**config.mk**
```make
export PLATFORM = sky130hd
export DESIGN_NAME = nes_pad_poller_flat
export DESIGN_NICKNAME = d
export VERILOG_FILES = /design/src/rtl/nes_pad_poller_pkg.sv /design/src/rtl/nes_pad_poller_if.sv /design/src/rtl/nes_pad_poller_sync2.sv /design/src/rtl/nes_pad_poller.sv /design/src/flat_wrapper.sv
export SDC_FILE = /design/constraint.sdc
export NUM_CORES = 1
export LEC_CHECK = 0
export CORE_MARGIN = 5
export CORE_UTILIZATION = 35
export CTS_CLUSTER_SIZE = 24
export DETAILED_ROUTE_END_ITERATION = 6
export HOLD_SLACK_MARGIN = 0.12
export MAX_ROUTING_LAYER = met4
export PLACE_DENSITY = 0.61
export RECOVER_POWER = 25
export REMOVE_ABC_BUFFERS = 1
export SKIP_CTS_REPAIR_TIMING = 1
export SYNTH_ARGS = -nofsm -noshare
export SYNTH_HDL_FRONTEND = slang
export SYNTH_SLANG_ARGS = --single-unit
```
**constraint.sdc**
```tcl
create_clock -name clock -period 2.8 [get_ports clock]
set_clock_uncertainty 0.2 [all_clocks]
set_input_delay 0.84 -clock clock [delete_from_list [all_inputs] [get_ports clock]]
set_output_delay 0.84 -clock clock [all_outputs]
set_load 0.1 [all_outputs]
```
**src/rtl/nes_pad_poller_pkg.sv**
```systemverilog
// Shared definitions for the NES pad poller: FSM encodings, button bit
// positions, JOYP register location and the pad/JOYP mapping helpers.
package nes_pad_poller_pkg;

  typedef enum logic [2:0] {
    ST_IDLE     = 3'd0,
    ST_LATCH    = 3'd1,
    ST_SHIFT_HI = 3'd2,
    ST_SHIFT_LO = 3'd3,
    ST_DONE     = 3'd4
  } state_t;

  // Bit positions inside the active-high button image
  localparam int BTN_RIGHT  = 0;
  localparam int BTN_LEFT   = 1;
  localparam int BTN_UP     = 2;
  localparam int BTN_DOWN   = 3;
  localparam int BTN_A      = 4;
  localparam int BTN_B      = 5;
  localparam int BTN_SELECT = 6;
  localparam int BTN_START  = 7;

  localparam logic [15:0] JOYP_ADDR     = 16'hFF00;
  localparam int          IF_JOYPAD_BIT = 4;

  // Serial order is A,B,Select,Start,Up,Down,Left,Right (index 0..7)
  function automatic logic [7:0] nes_to_buttons(input logic [7:0] s);
    logic [7:0] b;
    b             = 8'h00;
    b[BTN_A]      = s[0];
    b[BTN_B]      = s[1];
    b[BTN_SELECT] = s[2];
    b[BTN_START]  = s[3];
    b[BTN_UP]     = s[4];
    b[BTN_DOWN]   = s[5];
    b[BTN_LEFT]   = s[6];
    b[BTN_RIGHT]  = s[7];
    return b;
  endfunction

  function automatic logic [3:0] p1_nibble(input logic [7:0] b, input logic [1:0] sel);
    logic [3:0] dirs;
    logic [3:0] btns;
    dirs = sel[0] ? 4'h0 : b[3:0];
    btns = sel[1] ? 4'h0 : b[7:4];
    return ~(dirs | btns);
  endfunction

endpackage

```
**src/rtl/nes_pad_poller_if.sv**
```systemverilog
// Pad header pins plus the JOYP/IF-side signals of the pad poller.
interface nes_pad_poller_if;
  logic       enable;
  logic       pad_data;
  logic       pad_latch;
  logic       pad_pulse;
  logic [1:0] p1_sel;
  logic [3:0] p1_out;
  logic [7:0] buttons;
  logic       buttons_valid;
  logic       joypad_irq;

  modport slave (
    input  enable, pad_data, p1_sel,
    output pad_latch, pad_pulse, p1_out, buttons, buttons_valid, joypad_irq
  );

  modport master (
    output enable, pad_data, p1_sel,
    input  pad_latch, pad_pulse, p1_out, buttons, buttons_valid, joypad_irq
  );
endinterface

```
**src/rtl/nes_pad_poller_sync2.sv**
```systemverilog
// Two-flop synchronizer for asynchronous header inputs.
module nes_pad_poller_sync2 (
  input  logic clock,
  input  logic reset_n,
  input  logic i_d,
  output logic o_q
);
  logic r_meta;
  logic r_q;

  // Double-register the asynchronous input
  always_ff @(posedge clock or negedge reset_n) begin
    if (!reset_n) begin
      r_meta <= 1'b0;
      r_q    <= 1'b0;
    end else begin
      r_meta <= i_d;
      r_q    <= r_meta;
    end
  end

  assign o_q = r_q;
endmodule

```
**src/rtl/nes_pad_poller.sv**
```systemverilog
// Periodically latches and shifts in an NES pad, holds the button image and
// presents it as the JOYP low nibble with the joypad interrupt request.
module nes_pad_poller
  import nes_pad_poller_pkg::*;
#(
  parameter int CLK_DIV      = 16,
  parameter int LATCH_CYCLES = 32,
  parameter int POLL_PERIOD  = 65536
) (
  input  logic              clock,
  input  logic              reset_n,
  nes_pad_poller_if.slave   bus
);
  localparam int CW = $clog2((LATCH_CYCLES > CLK_DIV) ? LATCH_CYCLES : CLK_DIV);
  localparam int TW = $clog2(POLL_PERIOD);
  localparam logic [CW-1:0] LATCH_LAST = CW'(LATCH_CYCLES - 1);
  localparam logic [CW-1:0] HALF_LAST  = CW'(CLK_DIV - 1);
  localparam logic [CW-1:0] CNT_ZERO   = '0;
  localparam logic [CW-1:0] CNT_ONE    = CW'(1);
  localparam logic [TW-1:0] TMR_LAST   = TW'(POLL_PERIOD - 1);
  localparam logic [TW-1:0] TMR_ZERO   = '0;
  localparam logic [TW-1:0] TMR_ONE    = TW'(1);

  state_t      r_state;
  state_t      w_next;
  logic [CW-1:0] r_cnt;
  logic [TW-1:0] r_timer;
  logic [2:0]  r_idx;
  logic [7:0]  r_shift;
  logic [7:0]  r_buttons;
  logic [3:0]  r_p1;
  logic [3:0]  w_p1;
  logic        r_pending;
  logic        r_latch;
  logic        r_pulse;
  logic        r_valid;
  logic        r_irq;
  logic        w_sync;
  logic        w_start;
  logic        w_latch_end;
  logic        w_half_end;

  nes_pad_poller_sync2 u_sync_data (
    .clock   (clock),
    .reset_n (reset_n),
    .i_d     (bus.pad_data),
    .o_q     (w_sync)
  );

  assign w_latch_end = (r_cnt == LATCH_LAST);
  assign w_half_end  = (r_cnt == HALF_LAST);
  assign w_start     = (r_state == ST_IDLE) && (w_next == ST_LATCH);
  assign w_p1        = p1_nibble(r_buttons, bus.p1_sel);

  // Next-state logic
  always_comb begin
    w_next = r_state;
    case (r_state)
      ST_IDLE: begin
        if (bus.enable && ((r_timer == TMR_ZERO) || r_pending)) w_next = ST_LATCH;
        else                                                    w_next = ST_IDLE;
      end
      ST_LATCH: begin
        if (w_latch_end) w_next = ST_SHIFT_HI;
        else             w_next = ST_LATCH;
      end
      ST_SHIFT_HI: begin
        if (w_half_end) w_next = ST_SHIFT_LO;
        else            w_next = ST_SHIFT_HI;
      end
      ST_SHIFT_LO: begin
        if (w_half_end) w_next = (r_idx == 3'd7) ? ST_DONE : ST_SHIFT_HI;
        else            w_next = ST_SHIFT_LO;
      end
      ST_DONE: w_next = ST_IDLE;
      default: w_next = ST_IDLE;
    endcase
  end

  // State register
  always_ff @(posedge clock or negedge reset_n) begin
    if (!reset_n) r_state <= ST_IDLE;
    else          r_state <= w_next;
  end

  // Poll timer, phase counter, bit index and shift register
  always_ff @(posedge clock or negedge reset_n) begin
    if (!reset_n) begin
      r_timer   <= TMR_ZERO;
      r_pending <= 1'b0;
      r_cnt     <= CNT_ZERO;
      r_idx     <= 3'd0;
      r_shift   <= 8'h00;
    end else begin
      // Entry counts as tick 0 of the new period, so the next start lands POLL_PERIOD later
      if (w_start)                   r_timer <= TMR_ONE;
      else if (r_timer == TMR_LAST)  r_timer <= TMR_ZERO;
      else                           r_timer <= r_timer + TMR_ONE;

      // A missed wrap, or any disabled cycle, makes the next idle start immediate
      if (w_start)                                  r_pending <= 1'b0;
      else if (!bus.enable || (r_timer == TMR_ZERO)) r_pending <= 1'b1;
      else                                          r_pending <= r_pending;

      if ((r_state == ST_IDLE) || (w_next != r_state)) r_cnt <= CNT_ZERO;
      else                                             r_cnt <= r_cnt + CNT_ONE;

      if (w_start)                                                   r_idx <= 3'd1;
      else if ((r_state == ST_SHIFT_LO) && w_half_end && (r_idx != 3'd7)) r_idx <= r_idx + 3'd1;
      else                                                           r_idx <= r_idx;

      if ((r_state == ST_LATCH) && w_latch_end)        r_shift[0]     <= ~w_sync;
      else if ((r_state == ST_SHIFT_LO) && w_half_end) r_shift[r_idx] <= ~w_sync;
      else                                             r_shift        <= r_shift;
    end
  end

  // Registered pad strobes, button image, JOYP nibble and interrupt
  always_ff @(posedge clock or negedge reset_n) begin
    if (!reset_n) begin
      r_latch   <= 1'b0;
      r_pulse   <= 1'b0;
      r_valid   <= 1'b0;
      r_buttons <= 8'h00;
      r_p1      <= 4'hF;
      r_irq     <= 1'b0;
    end else begin
      r_latch <= (w_next == ST_LATCH);
      r_pulse <= (w_next == ST_SHIFT_HI);
      r_valid <= (r_state == ST_DONE);
      if (r_state == ST_DONE) r_buttons <= nes_to_buttons(r_shift);
      else                    r_buttons <= r_buttons;
      r_p1  <= w_p1;
      r_irq <= |(r_p1 & ~w_p1);
    end
  end

  assign bus.pad_latch     = r_latch;
  assign bus.pad_pulse     = r_pulse;
  assign bus.buttons       = r_buttons;
  assign bus.buttons_valid = r_valid;
  assign bus.p1_out        = r_p1;
  assign bus.joypad_irq    = r_irq;

endmodule
```
**src/flat_wrapper.sv**
```systemverilog
// flat-port wrapper written by rule: the top's interface ports become plain ports
module nes_pad_poller_flat import nes_pad_poller_pkg::*;
#(
  parameter int CLK_DIV      = 16,
  parameter int LATCH_CYCLES = 32,
  parameter int POLL_PERIOD  = 65536
)
  (clock, reset_n, bus_enable, bus_pad_data, bus_p1_sel, bus_pad_latch, bus_pad_pulse, bus_p1_out, bus_buttons, bus_buttons_valid, bus_joypad_irq);
  nes_pad_poller_if bus_i ();
  input  logic clock;
  input  logic reset_n;
  input wire logic [$bits(bus_i.enable)-1:0] bus_enable;
  input wire logic [$bits(bus_i.pad_data)-1:0] bus_pad_data;
  input wire logic [$bits(bus_i.p1_sel)-1:0] bus_p1_sel;
  output wire logic [$bits(bus_i.pad_latch)-1:0] bus_pad_latch;
  output wire logic [$bits(bus_i.pad_pulse)-1:0] bus_pad_pulse;
  output wire logic [$bits(bus_i.p1_out)-1:0] bus_p1_out;
  output wire logic [$bits(bus_i.buttons)-1:0] bus_buttons;
  output wire logic [$bits(bus_i.buttons_valid)-1:0] bus_buttons_valid;
  output wire logic [$bits(bus_i.joypad_irq)-1:0] bus_joypad_irq;
  assign bus_i.enable = bus_enable;
  assign bus_i.pad_data = bus_pad_data;
  assign bus_i.p1_sel = bus_p1_sel;
  assign bus_pad_latch = bus_i.pad_latch;
  assign bus_pad_pulse = bus_i.pad_pulse;
  assign bus_p1_out = bus_i.p1_out;
  assign bus_buttons = bus_i.buttons;
  assign bus_buttons_valid = bus_i.buttons_valid;
  assign bus_joypad_irq = bus_i.joypad_irq;
  nes_pad_poller #(.CLK_DIV(CLK_DIV), .LATCH_CYCLES(LATCH_CYCLES), .POLL_PERIOD(POLL_PERIOD)) u_core (.clock(clock), .reset_n(reset_n), .bus(bus_i));
endmodule
```
**Word-level counts from Yosys, hierarchy flattened**

Index checks and enable logic that the tools add are counted.

- Memory bits (writable): 0
- Memories kept: 0
- Latch bits: 0
- Output and inout port bits: 16
- Word-level logic and storage cells: 75
- ROM bits: 0
- Bits in registers: 54

- Muxes and demuxes: 20
- Reduce and logical (&&, ||, !) cells: 17
- Equality and inequality tests: 12
- Multipliers: 0
- $add $sub $neg: 3
- Bitwise logic cells: 6
- Divide/modulo/power cells: 0
- Shifts and indexed selects: 0
- Magnitude comparators: 2

Operators with widths:

| operator | number |
|---|---|
| $mux W16 | 2 |
| $add A16 B1 Y16 const B | 1 |
| $eq A16 B16 Y1 const B | 1 |
| $logic_not A16 Y1 | 1 |
| $mux W3 | 4 |
| $pmux W3 S4 | 1 |
| $eq A3 B2 Y1 const B | 3 |
| $bwmux W8 | 1 |
| $mux W4 | 2 |
| $not A4 Y4 | 2 |
| $mux W1 | 7 |
| $eq A3 B1 Y1 const B | 2 |
| $eq A3 B3 Y1 const B | 2 |
| $logic_and A1 B1 Y1 | 6 |
| $reduce_bool A2 Y1 | 3 |
| $add A5 B1 Y5 const B | 1 |
| $eq A5 B4 Y1 const B | 1 |
| $eq A5 B5 Y1 const B | 1 |
| $mux W5 | 1 |
| $and A4 B4 Y4 | 1 |
| $lt A3 B4 Y1 const B | 1 |
| $or A4 B4 Y4 | 1 |
| $reduce_or A4 Y1 | 1 |
| $add A3 B1 Y3 const B | 1 |
| 10 further kinds | 13 |

**Logic depth before layout (Yosys ltp)**

- Depth after elaboration: 8
- Gate-level depth with buffers: 7
- Depth with buffers taken out: 7

**By module**

From an unflattened synthesis, not the netlist that was laid out.

- Cells, all modules: 222
- Area total of the unflattened synthesis: 2466.1 um^2

Modules (own cells, without submodules):

| module | area each (um^2) | cells each | sequential area each (um^2) | times used |
|---|---|---|---|---|
| nes_pad_poller | 2416.1 | 220 | 1306.3 | 1 |
| nes_pad_poller_sync2 | 50.0 | 2 | 50.0 | 1 |

**Worst setup path after synthesis**

OpenSTA, ideal clock, no wires.

- Path kind: reg2out
- Start: register u_core.r_buttons[0], in the netlist u_core.bus.buttons[0]
- End: output port bus_buttons[0]
- Path buffers: 0
- Data arrival time: 0.910 ns
- Cell stages (with the launch flop): 1
- Data required time: 1.760 ns
- Path slack: 0.850 ns
- Cells stage by stage: dfrtp_1

RTL lines:

| what | line | text |
|---|---|---|
| from (decl) | nes_pad_poller.sv:30 | `logic [7:0] r_buttons;` |
| from (signal assigned) | nes_pad_poller.sv:131 | `if (r_state == ST_DONE) r_buttons <= nes_to_buttons(r_shift);` |
| from (signal assigned) | nes_pad_poller.sv:132 | `else r_buttons <= r_buttons;` |
| to (decl) | flat_wrapper.sv:18 | `output wire logic [$bits(bus_i.buttons)-1:0] bus_buttons;` |

No word-level cell between the ends.

**Worst setup path after layout**

- Start: register u_core.r_timer[0]
- End: register u_core.r_timer[0]

- Cells in the longest elaborated chain, start to end: 8

RTL lines:

| what | line | text |
|---|---|---|
| from (decl) | nes_pad_poller.sv:27 | `logic [TW-1:0] r_timer;` |
| from (signal assigned) | nes_pad_poller.sv:98 | `else r_timer <= r_timer + TMR_ONE;` |
| $logic_not A16 Y1 | nes_pad_poller.sv:60 | `if (bus.enable && ((r_timer == TMR_ZERO) \|\| r_pending)) w_next = ST_LATCH;` |
| $logic_or A1 B1 Y1 | nes_pad_poller.sv:60 |  |
| $logic_and A1 B1 Y1 | nes_pad_poller.sv:60 |  |
| $mux W1 | nes_pad_poller.sv:60 |  |
| $pmux W3 S4 | nes_pad_poller.sv:58 | `case (r_state)` |
| $eq A3 B1 Y1 | nes_pad_poller.sv:52 | `assign w_start = (r_state == ST_IDLE) && (w_next == ST_LATCH);` |
| $logic_and A1 B1 Y1 | nes_pad_poller.sv:52 |  |
| $mux W16 (*) | nes_pad_poller.sv:96 | `if (w_start) r_timer <= TMR_ONE;` |

Mark *: on every way between the ends. The rest lies on a longest branch, timed or not.
A chain may end at the register's enable or synchronous reset.

==> flow_summary.yaml <==
worst_setup_path:
  crit_required_ns: 2.83
  crit_path_max_fanout: 22
  critical_path.endpoint_type: "flop"
  cp_slowest_cell: "and4bb_2"
  critPathLaunch: "u_core.r_timer[0]"
  cpLargestDelayFamily: "simple AND/OR/NAND/NOR gates"
  cp_slowest_stage_delay_ns: 0.65
  critPathLaunchType: "flop"
  critical_path_buffers_and_inverters: 1
  timing.setup.critical_path_class: "flop to flop"
  reg2reg_from: "u_core.r_timer[0]"
  arrival_time_reported_for_the_critical_path_endpoint_ns: 2.25
  crit_path_cell_trace: "inv_1 -> ha_1 -> nor4b_1 -> a41oi_1 -> and4bb_2 -> o21bai_1"
  timing.reg2reg.setup_slack_ns: 0.58
clock_network:
  clock-root-buffer: "clkbuf_8"
  path_clk_slew_ns: 0.10
  clock_sink_count: 54
  tritoncts_clock_tree: "built"
  total_cts_buffers: 5
  htreeDepth: 2
  cts.path.max_buffers: 2
  clkLatencyLatePin_ns: 0.31
synth:
  post_synth_num_cell_types: 40
  postSynthAreaPerCell_sq_um: 10.9
  synth-seq-cells: 54
  share_of_synthesized_registers_carrying_an_async_set_or_reset_pct: 100
  yosys_most_used_dff: "dfrtp_1"
  mappedNetlistArea_sq_um: 2480
  synth_edf_count: 0
  netlist_instances: 227
  yosysSeqAreaShare_pct: 54.6
  yosys_warnings: 0
die:
  floorplan.core_area_sq_um: 6830
  floorplan.die.height_um: 94.2
  core.rowCount: 30
  floorplan.initialDensity_pct: 36.3
  die-area_sq_um: 8880
  die_x_um: 94.2
  num_io_pins: 22
place:
  gp_congestion: 0.799
  port_buffers: 21
  post_dp_cell_area_sq_um: 2770
  detailedPlacementHpwl_um: 3240
  pre_cts_slack_ns: 0.461
final_layout:
  mostFrequentLayoutCells: "50 x dfrtp_1, 21 x inv_1, 20 x nor2_1"
  mostFrequentLayoutCell: "dfrtp_1"
  drive_gt1_share_pct: 17.8
  num-nets-final: 265
  n_fill_cell: 705
  final_standard_cell_area_without_fillers_sq_um: 2870
  antennaDiodeCount: 0
  layout-area-overhead-vs-synth_pct: 15.6
sta:
  slew_headroom_pct: 2.38
  setup-tns-final_ns: 0
  maximum_clock_frequency_mhz: 451
  final.setup.worst_slack_ns: 0.581
  timing.final.hold_violations: 0
  layout_worst_path_cycle_share_pct: 79.3
  setup_violations: 0
  grt_setup_unrepaired: "false"
  timing_worst_slew_pin_value_ns: 1.46
  finalCriticalPeriod_ns: 2.22
  maxSlewViolCount: 0
routing:
  dr.pass1.iters: 4
  drc_errors: 0
  finalWirelength_um: 4530
  vias_after_detailed_routing: 1653
  drt-initial-drc-count: 66
  routedWlPerCell_um: 13.0
  ant_nets: 0
  post_drt_via_cell_ratio: 4.74
global_route:
  grt-ovfl-total: 0
  vias_in_the_first_global_route: 1622
  first_pass_grt_wire_length_um: 7840
  groute.usage.overall_pct: 11.5
  antenna_found_initial: 0
  grt_max_degree: 29
worst_hold_path:
  worst_hold_path_type: "flop to flop"
  worstHoldStart: "u_core.u_sync_data.r_meta"
power_and_ir_drop:
  ir_drop_v: 0.000162
  static-leakage-power_nw: 1.29
  areal_power_density_over_the_cells_nw_per_um2: 464
flow_run:
  maxCapViolations: 0
status:
  status: "finished clean"
## layer usage
layer | track usage (%) | up-vias | routed length (um)
met1 | 14.1 | 807 | 2060
met5 | - | - | 0
met4 | 5.05 | 0 | 97
met3 | 2.00 | 8 | 91
met2 | 18.5 | 9 | 2280
li1 | - | 829 | -
## power breakdown
part	leakage (nW)	total (W)	internal [W]	switching, W
registers	0.678	0.000784	0.000782	0.00000221
logic	0.563	0.0000239	0.00000657	0.0000173
clock network	0.0504	0.000524	0.000266	0.000258
total	1.29	0.00133	0.00105	0.000278
## stage by stage
step	utilization, %	hold WS (ns)	total power, W	cells
floorplan	-	0.131	0.000801	221
global placement	40.5	0.132	0.000826	341
detailed placement	40.5	0.136	0.000826	341
CTS	42.1	0.161	0.00136	349
global route	42.0	0.182	0.00139	349
finish	42.0	0.158	0.00133	349
## sequential cells by signal, summed over array words and instances (netlist names)
| register | count |
|---|---|
| u_core.r_timer | 16 |
| u_core.bus.buttons | 8 |
| u_core.r_shift | 8 |
| u_core.r_cnt | 5 |
| u_core.bus.p1_out | 4 |
| u_core.r_idx | 3 |
| u_core.r_state | 3 |
| u_core.bus.buttons_valid | 1 |
| u_core.bus.joypad_irq | 1 |
| u_core.bus.pad_latch | 1 |
| u_core.bus.pad_pulse | 1 |
| u_core.r_pending | 1 |
| u_core.u_sync_data.o_q | 1 |
| u_core.u_sync_data.r_meta | 1 |
## final timing paths
path,to,depth (start not counted)
worst max-delay path,u_core.r_timer[0],6
min in group asynchronous,u_core.r_timer[1],2
max in group asynchronous,u_core.r_cnt[4],2
worst min-delay path,u_core.u_sync_data.o_q,0
worst max register to register,u_core.r_timer[0],6
worst min register to register,u_core.u_sync_data.o_q,0
## Yosys cell counts, types with 3 or more instances
cell / n / share of area (%)
dfrtp_1: 50 / 50
o21ai_0: 5 / 1.0
nand2_1: 9 / 1.4
nand3_1: 10 / 2.0
clkbuf_1: 3 / 0.45
a22oi_1: 5 / 1.5
nor2_1: 20 / 3.0
inv_1: 21 / 3.2
nand3b_1: 5 / 1.5
xor2_1: 4 / 1.4
ha_1: 7 / 3.5
o21bai_1: 3 / 0.91
mux2i_1: 8 / 3.2
a21oi_1: 7 / 1.4
nor3_1: 11 / 2.2
nor4_1: 6 / 1.5
xnor2_1: 12 / 4.2
mux2_2: 8 / 3.6
and2_1: 3 / 0.76
dfstp_2: 4 / 4.2
## worst reg2reg max path: stages (launching register included)
cell      delay (ns)
dfrtp_1         0.43
inv_1           0.09
ha_1            0.13
nor4b_1         0.26
a41oi_1         0.20
and4bb_2        0.65
o21bai_1        0.18
## final cells by class
type | count | area, sq um | share of cell area [%]
timing repair buffer | 24 | 179 | 6.23
clock buffer | 5 | 68.8 | 2.40
clock inverter | 3 | 45.0 | 1.57
multi-input combinational | 146 | 1020 | 35.6
inverter | 21 | 78.8 | 2.75
sequential | 54 | 1360 | 47.3
tap | 96 | 120 | 4.18
## cell families (layout without fill, tap and decap cells)
kind of cell / after synthesis / in the layout / synth area share [%]
compound gates: 24 / 24 / 6.20
flops: 54 / 54 / 54.6
simple gates: 83 / 83 / 19.0
fa+ha+maj: 7 / 7 / 3.53
buf+inv: 27 / 53 / 4.18
mux: 16 / 16 / 6.86
xor+xnor: 16 / 16 / 5.64
Note: power is estimated with default switching activity, not from simulation.
